$ cat config.mk
export PLATFORM = sky130hd
export DESIGN_NAME = alu_exec_ctrl
export DESIGN_NICKNAME = d
export VERILOG_FILES = /design/src/rtl/alu_exec_ctrl.sv
export SDC_FILE = /design/constraint.sdc
export NUM_CORES = 1
export LEC_CHECK = 0
export CORE_MARGIN = 2
export CORE_UTILIZATION = 57
export DETAILED_ROUTE_END_ITERATION = 12
export HOLD_SLACK_MARGIN = 0.08
export PLACE_DENSITY = 0.81
export SYNTH_ARGS = -nofsm -noshare
export SYNTH_HDL_FRONTEND = slang
export SYNTH_SLANG_ARGS = --single-unit
$ cat constraint.sdc
create_clock -name clk -period 1.9 [get_ports clk]
set_input_delay 0.38 -clock clk [delete_from_list [all_inputs] [get_ports clk]]
set_output_delay 0.38 -clock clk [all_outputs]
set_load 0.01 [all_outputs]
$ cat src/rtl/alu_exec_ctrl.sv
// ---------------------------------------------------------------------------
// alu_exec_ctrl
//   Issue-side controller for a 16-bit combinational ALU. Accepts decoded
//   instructions, reads the operands from an internal register file, and
//   drives registered alu_opcode/alu_a/alu_b. After one settle cycle it
//   captures the ALU result, writes it back to rd, updates the sticky flags
//   and presents the result on a valid/ready result port.
//
// Handshakes (both ports): a transfer happens on the rising clk edge where
//   valid and ready are both 1. A source holds valid (and its payload)
//   stable until that edge. instr_ready is 1 only in IDLE; res_valid and
//   res_* stay stable in WB until res_ready is seen.
//
// Ports
//   clk, rst_n                    clock (rising edge), async active-low reset
//   instr_valid/instr_ready       instruction handshake
//   instr_op/rd/rs/rt             opcode, destination, sources (rs->a, rt->b)
//   ld_en/ld_addr/ld_data         direct register-file load, any state
//   alu_opcode/alu_a/alu_b        registered operands to the ALU
//   alu_out/alu_cy/alu_zero       combinational ALU result
//   res_valid/res_ready           result handshake
//   res_data/res_cy/res_zero      result payload
//   flag_cy/flag_zero             flags of the last completed instruction
//   dbg_state                     FSM state (0 IDLE, 1 EXEC, 2 WB)
// ---------------------------------------------------------------------------
module alu_exec_ctrl #(
  parameter int DW = 16,
  parameter int AW = 3
) (
  input  logic          clk,
  input  logic          rst_n,
  input  logic          instr_valid,
  output logic          instr_ready,
  input  logic [2:0]    instr_op,
  input  logic [AW-1:0] instr_rd,
  input  logic [AW-1:0] instr_rs,
  input  logic [AW-1:0] instr_rt,
  input  logic          ld_en,
  input  logic [AW-1:0] ld_addr,
  input  logic [DW-1:0] ld_data,
  output logic [2:0]    alu_opcode,
  output logic [DW-1:0] alu_a,
  output logic [DW-1:0] alu_b,
  input  logic [DW-1:0] alu_out,
  input  logic          alu_cy,
  input  logic          alu_zero,
  output logic          res_valid,
  input  logic          res_ready,
  output logic [DW-1:0] res_data,
  output logic          res_cy,
  output logic          res_zero,
  output logic          flag_cy,
  output logic          flag_zero,
  output logic [1:0]    dbg_state
);

  localparam int NREG = 1 << AW;

  typedef enum logic [1:0] {
    S_IDLE = 2'd0,
    S_EXEC = 2'd1,
    S_WB   = 2'd2
  } state_t;

  state_t        state_q, state_d;
  logic [DW-1:0] regs_q [NREG];
  logic [DW-1:0] regs_d [NREG];
  logic [AW-1:0] rd_q, rd_d;
  logic [2:0]    alu_opcode_q, alu_opcode_d;
  logic [DW-1:0] alu_a_q, alu_a_d;
  logic [DW-1:0] alu_b_q, alu_b_d;
  logic          res_valid_q, res_valid_d;
  logic [DW-1:0] res_data_q, res_data_d;
  logic          res_cy_q, res_cy_d;
  logic          res_zero_q, res_zero_d;
  logic          flag_cy_q, flag_cy_d;
  logic          flag_zero_q, flag_zero_d;

  always_comb begin
    state_d      = state_q;
    rd_d         = rd_q;
    alu_opcode_d = alu_opcode_q;
    alu_a_d      = alu_a_q;
    alu_b_d      = alu_b_q;
    res_valid_d  = res_valid_q;
    res_data_d   = res_data_q;
    res_cy_d     = res_cy_q;
    res_zero_d   = res_zero_q;
    flag_cy_d    = flag_cy_q;
    flag_zero_d  = flag_zero_q;
    for (int i = 0; i < NREG; i++) regs_d[i] = regs_q[i];

    // Direct load first, so a write-back to the same register below overrides it.
    if (ld_en) regs_d[ld_addr] = ld_data;

    case (state_q)
      S_IDLE: begin
        if (instr_valid) begin
          // Operands come from regs_q: a load on this same edge is not forwarded.
          alu_opcode_d = instr_op;
          alu_a_d      = regs_q[instr_rs];
          alu_b_d      = regs_q[instr_rt];
          rd_d         = instr_rd;
          state_d      = S_EXEC;
        end
      end
      S_EXEC: begin
        res_data_d    = alu_out;
        res_cy_d      = alu_cy;
        res_zero_d    = alu_zero;
        regs_d[rd_q]  = alu_out;
        flag_cy_d     = alu_cy;
        flag_zero_d   = alu_zero;
        res_valid_d   = 1'b1;
        state_d       = S_WB;
      end
      S_WB: begin
        if (res_ready) begin
          res_valid_d = 1'b0;
          state_d     = S_IDLE;
        end
      end
      default: begin
        state_d     = S_IDLE;
        res_valid_d = 1'b0;
      end
    endcase
  end

  always_ff @(posedge clk or negedge rst_n) begin
    if (!rst_n) begin
      state_q      <= S_IDLE;
      rd_q         <= '0;
      alu_opcode_q <= '0;
      alu_a_q      <= '0;
      alu_b_q      <= '0;
      res_valid_q  <= 1'b0;
      res_data_q   <= '0;
      res_cy_q     <= 1'b0;
      res_zero_q   <= 1'b0;
      flag_cy_q    <= 1'b0;
      flag_zero_q  <= 1'b0;
      for (int i = 0; i < NREG; i++) regs_q[i] <= '0;
    end else begin
      state_q      <= state_d;
      rd_q         <= rd_d;
      alu_opcode_q <= alu_opcode_d;
      alu_a_q      <= alu_a_d;
      alu_b_q      <= alu_b_d;
      res_valid_q  <= res_valid_d;
      res_data_q   <= res_data_d;
      res_cy_q     <= res_cy_d;
      res_zero_q   <= res_zero_d;
      flag_cy_q    <= flag_cy_d;
      flag_zero_q  <= flag_zero_d;
      for (int i = 0; i < NREG; i++) regs_q[i] <= regs_d[i];
    end
  end

  assign instr_ready = (state_q == S_IDLE);
  assign alu_opcode  = alu_opcode_q;
  assign alu_a       = alu_a_q;
  assign alu_b       = alu_b_q;
  assign res_valid   = res_valid_q;
  assign res_data    = res_data_q;
  assign res_cy      = res_cy_q;
  assign res_zero    = res_zero_q;
  assign flag_cy     = flag_cy_q;
  assign flag_zero   = flag_zero_q;
  assign dbg_state   = state_q;

endmodule

# [After elaboration in Yosys (flattened, before gate mapping)]
# Cells that the tools add are included.
[totals] output_inout_bits=59 regBits=187 wordCells=57 inputBits=54
[classes] n_eq_ne=4 bitwise=5 muxes=19 reduce_logical=6 n_lt_le_gt_ge=6
[ops] cell="$bwmux W128" n=2
[ops] cell="$mux W128" n=2
[ops] cell="$bmux W16 S3" n=2
[ops] cell="$demux W16 S3" n=2
[ops] cell="$mux W16" n=6
[ops] cell="$ge A4 B4 Y1 const B" n=4
[ops] cell="$not A3 Y4" n=4
[ops] cell="$lt A4 B1 Y1 const B" n=2
[ops] cell="$pmux W2 S3" n=1
[ops] cell="$reduce_and A2 Y1" n=3
[ops] cell="$mux W2" n=2
[ops] cell="$ne A2 B2 Y1 const B" n=2
[ops] cell="$pmux W1 S3" n=1
[ops] cell="$eq A2 B1 Y1 const B" n=1
[ops] cell="$eq A2 B2 Y1 const B" n=1
[ops] cell="$logic_and A1 B1 Y1" n=2
[ops] cell="$logic_not A2 Y1" n=1
[ops] cell="$mux W1" n=1
[ops] cell="$not A1 Y1" n=1

# [Logic depth before layout (Yosys ltp)]
# Gate-level depths: netlist of run 1.
[logic_depth] word_depth=9 mapped_depth=6 mapped_depth_nobuf=3

# [Worst setup path before layout of run 1]
# Ideal clock, no wire load.
[synth_path] kind="input to register" start="in ld_addr[0]" end="reg regs_q[121] in the netlist's numbering" slack_ps=21 t_arrival_ps=1751 setup_ps=128 required_ps=1772 n_path_buf=2 cell_stages=5 cell_sequence="buf_6 > nor4b_4 > buf_6 > mux2_2 > mux2_1"
[synth_rtl] element="start: declaration" line_no="39" rtl="input logic [AW-1:0] ld_addr,"
[synth_rtl] element="end: declaration" line_no="66" rtl="logic [DW-1:0] regs_q [NREG];"

==> metrics, run 1 <==
Pre-antenna DRT Iters 5; Leak between 5 and 6 nW; Worst Skew 0.00550 ns; num rows 50; Remaining DRCs 0; DR vias 7897; Avg Vias per Cell 6.26; RSZ-0062 raised after global routing false; HPWL Detailed 19000 um; Mapped Nets just over 900; FILL cells roughly 1300; number of synthesized register bits about 190; Finished Core Util 0.720; synthesized area 11000 um2; Placed Area 12800 um2; Post-Layout Cell Count 1261; CP Max Fanout 16; input/output buffers 112; final WL 30200 um; Worst Setup End Kind register; register area share after synthesis 0.425; die height 143 um; antenna cell count 0; fin crit period 1.85 ns; root buffer cell clkbuf_16; Bufs on Longest Clock Path 2; Setup crit start kind input port; Worst VDD drop ~0.0011 V; Final Cycle Share 0.975; initial antenna violation count 0; RD Place Congestion 0.802; Final nets roughly 1000; clk sinks 187; pin count of the biggest net entering global routing 56; Worst Hold Class input port to register; total CTS buffers 17; I/O Pins roughly 110; fin. max-slew vios 0; Rel. slew slack 0.649; worst-margin pin slew roughly 0.53 ns; critical-path cell list clkdlybuf4s50_1, nor4b_4, buf_12, mux2_2, mux2_1; post-synth cell types 29; core area 18800 um2; EDFF count, synth 0; DRT iter0 DRCs 610; Max Cap Viol 0; WL/cell between 20 and 25 um; status complete, no violations; die width 143 um; GRT Overall Usage 0.307; Mapped Cells 862; worst-skew pair later-pin latency between 0.4 and 0.5 ns; PD cells roughly 1500 nW/um2; synth warn 0; CP arrival around 2.2 ns; GRT Residual Overflow 0; crit path kind input port to register; main flop type after synthesis dfrtp_1; H-Tree Level Count 4; max incr delay on CP approximately 0.58 ns; Cells after DPL 1225; Initial Util 0.585; Syn Area/Cell roughly 13 um2; die area 20500 um2; Final Setup Violations 0; Crit-path slowest cell clkdlybuf4s50_1; Post-Layout Inst Area 13600 um2; vias in the first global route 8112; final hold vios 0; fmax 540 MHz; clk slew on worst S/H paths 0.07 ns; WP data required 2.21 ns; CTS tree built; post-synthesis async set-or-reset flop share 1.00; proportion of layout cells with a drive suffix above 1 0.423; post-route ant nets 0; first-pass GRT wire length about 47000 um; Reg2Reg Depth 6; Hold Path Stages 3; Layout area overhead 23.0%
-- what timing repair did --
action	in CTS	in global routing
pin swaps	0	0
buffers inserted	3	0
resized for setup	4	3
hold buffers	1	0
cloned	0	0
endpoints found under the setup margin	4	7
hold endpoints to repair	51	0
-- per-stage QoR --
stage / TNS, ns / hold slack [ns] / worst slack (ns) / power, mW
finish: 0 / 0.471 / 0.0473 / 20.2
global route: 0 / 0.478 / 0.0294 / 21.3
CTS: 0 / 0.459 / 0.0162 / 20.2
detailed placement: -43.49 / 0.393 / -0.433 / 15.9
global placement: -38.42 / 0.385 / -0.372 / 15.5
floorplan: 0 / 0.0844 / 0.0210 / 13.0
-- cell type report --
| type | instances | area (um2) | area share |
|---|---|---|---|
| Clock inverter | 11 | 215 | 0.0159 |
| Multi-Input combinational cell | 609 | 5930 | 0.437 |
| Clock buffer | 21 | 460 | 0.0340 |
| Tap cell | 260 | 325 | 0.0240 |
| Inverter | 1 | 3.75 | 0.000277 |
| Timing Repair Buffer | 172 | 1950 | 0.144 |
| Sequential cell | 187 | 4680 | 0.345 |
-- per-layer routing --
layer / vias up / wire length, um / GRT usage
met1: 4040 / 13000 / 0.420
met3: 59 / 1980 / 0.0513
met2: 333 / 14400 / 0.496
li1: 3465 / - / -
met5: - / 0 / 0
met4: 0 / 798 / 0.109
-- where the power goes --
group	switching (mW)	internal (mW)
Clock	1.56	2.54
Combinational	3.23	5.34
Sequential	1.53	6.02
-- worst max-delay path: cells and delay by family --
family                 cells  cell delay (ns)
muxes                      2             0.68
buffers and inverters      2             0.79
and+or+nand+nor            1             0.30
-- synth_stat cells (all sizes together) (4+ instances only) --
| library cell | n | area share |
|---|---|---|
| o31ai | 32 | 0.022 |
| nor2 | 5 | 0.0017 |
| mux2 | 326 | 0.35 |
| dfrtp | 187 | 0.42 |
| clkbuf | 22 | 0.0075 |
| mux2i | 64 | 0.058 |
| o22ai | 32 | 0.018 |
| nor2b | 5 | 0.0028 |
| nand3 | 4 | 0.0043 |
| nand2 | 93 | 0.032 |
| buf | 43 | 0.030 |
| a22o | 32 | 0.025 |
-- placed cells by master (no fill, tap or decap), types with 2 or more instances in the layout --
cell type and n:
buf_4 29, nand2b_1 3, nand3_2 3, clkbuf_1 2
dfrtp_2 2, clkinvlp_4 4, and4bb_1 2, o22ai_1 32
mux2i_1 64, nor2_1 5, clkbuf_16 17, nand4b_4 3
nor2b_1 4, o31ai_1 32, dlymetal6s2s_1 2, clkbuf_8 3
nand4_2 2, bufinv_16 6, a22o_1 32, clkdlybuf4s50_1 105
mux2_4 60, dfrtp_1 185, mux2_1 12, nand2_1 92
buf_12 30, mux2_2 254, dlygate4sd2_1 2, buf_2 2
-- final timing paths --
kind,startpoint,to,slack [ns]
max,ld_en,regs_q[124],0.05
min,alu_zero,flag_zero,0.47
max reg2reg,dbg_state[0],regs_q[9],0.06
min reg2reg,alu_b[10],alu_b[10],0.48
max in group asynchronous,rst_n,regs_q[63],0.77
min in group asynchronous,rst_n,alu_opcode[0],0.48
-- state kept, by name (all words and copies together) (netlist names) --
signal and flops:
dbg_state 2, flag_cy 1, res_data 16, res_valid 1
alu_b 16, rd_q 3, alu_opcode 3, regs_q 128
alu_a 16, flag_zero 1
-- cells by family after synthesis --
| group | synth area share |
|---|---|
| AOI/OAI and AO/OA | 0.0665 |
| buffers and inverters | 0.0381 |
| DFF | 0.425 |
| muxes | 0.412 |
| and+or+nand+nor | 0.0593 |
Note: power is estimated with default switching activity, not from simulation.
==> run 2, diff against run 1 <==
GPL_TIMING_DRIVEN = 1   (was not set)
PLACE_DENSITY = not set   (was 0.81)
PLACE_DENSITY_LB_ADDON = 0.25   (was not set)
==> metrics, run 2 (synthesis gave the netlist of run 1 again) <==
worst-skew pair later-pin latency 0.43 ns (about the same); Worst Skew 0.0109 ns (+0.00543 ns); Leak 5.88 nW (-1.7%); total CTS buffers 17 (unchanged); Largest register FFs 128 (unchanged); Crit-path slowest cell clkdlybuf4s50_1; RSZ-0062 raised after global routing false; DR vias 7653 (-3.1%); Final Cycle Share 0.974 (about the same); clk slew on worst S/H paths 0.07 ns (about the same); GRT Overall Usage 0.289 (-0.0186); WL/cell 22.9 um (-4.1%); met1 global-route usage 0.396 (-0.0244); Final Setup Violations 0 (unchanged); clk sinks 187 (unchanged); Bufs on Longest Clock Path 2 (unchanged); GRT Residual Overflow 0 (unchanged); vias in the first global route 7842 (-3.3%); max incr delay on CP 0.53 ns (-0.05 ns); Finished Core Util 0.709 (-0.0108); CTS tree built; Final nets 1042 (unchanged); most common cell after layout, fill and taps aside mux2_2; fin crit period 1.85 ns (-0.00150 ns); first-pass GRT wire length 44500 um (-5.2%); most frequent cells in the layout 254 x mux2_2, 186 x dfrtp_1, 107 x clkdlybuf4s50_1; launch point of the worst reg-to-reg path dbg_state[0]; crit path kind register to primary output; met3 Track Usage GR 0.0342 (-0.0171); Post-Layout Cell Count 1260 (-0.079%); Reg2Reg Depth 4 (-2); HPWL Detailed 18800 um (-1.3%); I/O Pins 113 (unchanged); RD Place Congestion 0.800 (-0.25%); Place WS -0.366 ns (+0.0663 ns); worst setup margin 0.0488 ns (+0.00150 ns); Pre-antenna DRT Iters 5 (unchanged); root buffer cell clkbuf_16; grt met2 use 0.475 (-0.0212); num rows 50 (unchanged); initial antenna violation count 0 (unchanged); Worst VDD drop 0.000823 V (-23%); layer with the highest usage met2; Reg with most FFs regs_q; Layout area overhead 21.1%; core area 18800 um2 (unchanged); DRT iter0 DRCs 587 (-3.8%); Cells after DPL 1226 (+0.082%); fin. max-slew vios 0 (unchanged); die area 20500 um2 (unchanged); reg2reg end alu_opcode[2]; FILL cells 1295 (+1.3%); Initial Util 0.585 (unchanged); input/output buffers 112 (unchanged); post-route ant nets 0 (unchanged); pin count of the biggest net entering global routing 46 (-18%); final WL 28900 um (-4.1%); Remaining DRCs 0 (unchanged); Worst Setup End Kind primary output; critical-path cell list buf_4, clkdlybuf4s50_1; Avg Vias per Cell 6.07 (-3.0%); PD cells 1450 nW/um2 (-3.1%); CP arrival 1.47 ns (-0.69 ns); CP Max Fanout 6 (-10); die width 143 um (unchanged); Worst Hold Class input port to asynchronous set/reset pin; final hold vios 0 (unchanged); fmax 540 MHz (about the same); die height 143 um (unchanged); Setup crit start kind register; proportion of layout cells with a drive suffix above 1 0.418 (-0.00458); worst-margin pin slew 0.478 ns (-0.0471 ns); status complete, no violations; H-Tree Level Count 4 (unchanged); reg-to-reg slack, setup 0.20 ns (+0.14 ns); Rel. slew slack 0.680 (+0.0315); WP data required 1.52 ns (-0.69 ns); Max Cap Viol 0 (unchanged); antenna cell count 0 (unchanged)
run 2: changes by cell type in the layout (fill, tap and decap cells not counted), sizes merged:
| cell | delta |
|---|---|
| dlymetal6s2s | -1 |
| inv | +1 |
| bufinv | -5 |
| clkdlybuf4s50 | +2 |
| dlygate4sd2 | -1 |
| clkinv | +3 |
run 2: per-layer routing:
| metal | up-vias | part of all wire |
|---|---|---|
| li1 | 3444 | - |
| met1 | 3869 | 0.43 |
| met2 | 285 | 0.48 |
| met3 | 55 | 0.056 |
| met4 | 0 | 0.024 |
| met5 | - | 0 |
run 2: worst max-delay path: cells and delay by family, from the launching register on:
kind / cells / cell delay [ns]
buf+inv: 2 / 0.68
flops: 1 / 0.37
run 2: power by group:
part	total, mW	switching, mW	internal (mW)
combinational	8.44	3.16	5.28
clock	3.35	1.55	1.80
sequential	7.51	1.49	6.02
total	19.3	6.19	13.1
run 2: what timing repair did:
action	in CTS	in global routing
hold buffers	1	0
setup buffers	0	2
endpoints found under the hold margin	38	0
pin swaps	0	2
setup endpoints to repair	2	18
gates resized for setup	2	1
run 2: area by class of cell:
type                            count  area (um2)  area share
Sequential cell                   187        4680       0.351
Clock inverter                     10        96.3     0.00721
Multi-Input combinational cell    609        5930       0.444
Timing Repair Buffer              172        1880       0.141
Inverter                            1        3.75    0.000281
Clock buffer                       21         440      0.0330
Tap cell                          260         325      0.0244
run 2: how the worst max path moves through the flow:
stage	start	endpoint	slack (ns)	cells past startpoint
floorplan	ld_addr[0]	regs_q[121]	0.02	5
global placement	ld_addr[1]	regs_q[53]	-0.34	5
detailed placement	ld_addr[2]	regs_q[84]	-0.37	5
CTS	dbg_state[0]	dbg_state[0]	0.02	2
global route	ld_addr[2]	regs_q[121]	0.0001	5
finish	dbg_state[0]	dbg_state[0]	0.05	2
run 2: metrics by stage:
stage          TNS, ns  hold slack, ns  total power [mW]  area [um2]
5_1_grt              0           0.485              20.4       13400
3_3_place_gp    -36.34           0.356              15.5       12800
4_1_cts              0           0.462              19.3       13300
6_report             0           0.449              19.3       13400
3_5_place_dp    -40.98           0.353              15.9       12800
2_1_floorplan        0          0.0844              13.0       11000
==> run 3, diff against run 2 <==
ABC_CLOCK_PERIOD_IN_PS = 1900   (was not set)
==> results of run 3 <==
The final DEF is identical to that of run 2; final timing and power are the same.
==> edit, RTL diff (flow settings as in run 3) <==
Take the reset off `res_data_q` and load it in a clocked block of its own.
--- a/src/rtl/alu_exec_ctrl.sv
+++ b/src/rtl/alu_exec_ctrl.sv
@@ -137,3 +137,2 @@
       res_valid_q  <= 1'b0;
-      res_data_q   <= '0;
       res_cy_q     <= 1'b0;
@@ -150,3 +149,2 @@
       res_valid_q  <= res_valid_d;
-      res_data_q   <= res_data_d;
       res_cy_q     <= res_cy_d;
@@ -157,2 +155,6 @@
     end
+  end
+
+  always_ff @(posedge clk) begin
+    res_data_q <= res_data_d;
   end
Function: differs if rst_n is asserted again (counterexample within 4 cycles, from zero or initial values and one cycle with rst_n low); with rst_n held inactive, the same outputs for 4 cycles.
==> edit against run 3 <==
Core utilization is essentially flat; routed wire length grew 2.2%; area after synthesis shrank 1.2%; sequential cell count is the same; setup slack gained 0.010 ns; final area shrank 0.67%; clock skew is essentially flat; fmax grew 0.56%; total power grew 0.15%; sequential share of layout area grew 0.85 points; first-iteration DRC count shrank 6.6%; highest routed layer unchanged.
==> edit: results (changes against run 3) <==
status: "finished clean"
synth_nets: 860  # -6.1%
drt-total-wl_mm: 29.5  # +2.2%
synth_cell_types: 31  # +6.9%
synthXorXnorAreaFrac_pct: 0  # unchanged
skew_ns: 0.0106  # -0.000319 ns
worst-path-max-fanout: 16  # +10
relSlewSlack_pct: 69.5  # +1.5 points
numPortBuffers: 112  # unchanged
synth-compound-area-share_pct: 6.74  # +0.084 points
grt_max_degree: 49  # +6.5%
place_area_sq_um: 12600  # -1.2%
synthAdderAreaFrac_pct: 0  # unchanged
cts_made_buffers: 17  # unchanged
cts_root_buffer: "clkbuf_16"
rr_endpoint: "alu_a[7]$_DFFE_PN0P_"
grt_usage_pct: 30.1  # +1.2 points
largest_reg_flops: 128  # unchanged
stdcell_count: 1175  # -6.7%
ys_seq_area_share_pct: 43.7  # +1.3 points
p_leak_nw: 5.70  # -3.1%
crit_arrival_ns: 2.16  # +0.69 ns
diodes: 0  # unchanged
worstHoldPathType: "primary input to asynchronous set/reset pin"
r2r_setup_slack_ns: 0.15  # -0.05 ns
fin_nets: 982  # -5.8%
synthTopCellsByCount: "mux2_2 (255), dfrtp_1 (171), mux2i_1 (64)"
yosys-top-cells-area: "dfrtp_1 (39%), mux2_2 (26%), mux2_4 (8.3%), mux2i_1 (5.9%), edfxtp_1 (4.4%)"
clock_path_buffers: 2  # unchanged
post-place-ws_ns: -0.411  # -0.0446 ns
dp_hpwl_mm: 18.7  # about the same
synthMuxAreaShare_pct: 41.9  # +0.73 points
antenna_found_initial: 0  # unchanged
cp-endpoint: "regs_q[101]$_DFF_PN0_"
async_flop_share_pct: 91.4  # -8.6 points
initialDrtViolationCount: 548  # -6.6%
worstSetupStartpoint: "ld_en"
gp_congestion: 0.804  # +0.41%
synth_edf_count: 16  # +16
max-vdd-ir-drop_mv: 0.815  # -1.0%
synthFlopType: "dfrtp_1"
synth.avg_cell_area_sq_um: 13.5  # +5.6%
clock_latency_ns: 0.44
dr.pass1.iters: 7  # +2
hold_slack_ns: 0.427  # -0.0220 ns
place_inst: 1140  # -7.0%
drive_above_1_share_pct: 43.9  # +2.1 points
vias: 7529  # -1.6%
grt_pass1_vias: 8022  # +2.3%
fin_crit_ns: 1.84  # -0.0103 ns
swShare_pct: 31.4  # -0.72 points
grt_pass1_wl_mm: 45.9  # +3.2%
## edit: changes by cell type in the layout (fill, tap and decap cells not counted), moves of 2 or more
cell	run 3	this run
nand2_1	92	36
dfrtp_1	186	169
bufinv_16	1	4
buf_4	34	21
edfxtp_1	0	16
clkinv_4	2	0
nand2_2	1	6
buf_12	25	29
## edit: final cells by class
class                           instances  area, sq um
Clock buffer                           21          440
Fill cell                            1256         5440
Multi-Input combinational cell        557         5730
Timing Repair Buffer                  163         1860
Tap cell                              234          293
Sequential cell                       187         4760
Clock inverter                         11          171
Inverter                                2         7.51
## edit: what timing repair did
action	CTS	global route
setup buffers	2	0
pin swaps	0	0
resized for setup	3	1
gates cloned	0	0
setup endpoints to repair	1	1
hold buffers	1	0
endpoints found under the hold margin	36	0
## edit: layer usage
layer  vias up  wire (microns)  track usage, %
li1       3287               -               -
met1      3879           12200            38.1
met3        59            1430            4.71
met5         -               0               0
met4         0             726            10.9
met2       304           15200            52.4
## edit: power groups by stage
stage | clock (mW) | combinational, mW | sequential (mW)
after floorplan | 0 | 5.34 | 7.28
after global placement | 0 | 7.62 | 7.26
after detailed placement | 0 | 7.97 | 7.48
after CTS | 3.78 | 8.11 | 7.41
after global routing | 3.94 | 8.69 | 7.68
final | 3.75 | 8.10 | 7.47
## edit: cells by family (layout without fill, tap and decap cells)
logic type,count (synthesis),count (layout)
compound gates,98,98
buf+inv,62,197
flops,187,187
mux,392,392
simple gates,67,67
## edit: critical path, stage by stage
cell and delay, ns:
clkdlybuf4s50_1 0.51, buf_4 0.15, and4bb_1 0.26, buf_12 0.21, mux2_2 0.37, mux2_2 0.28
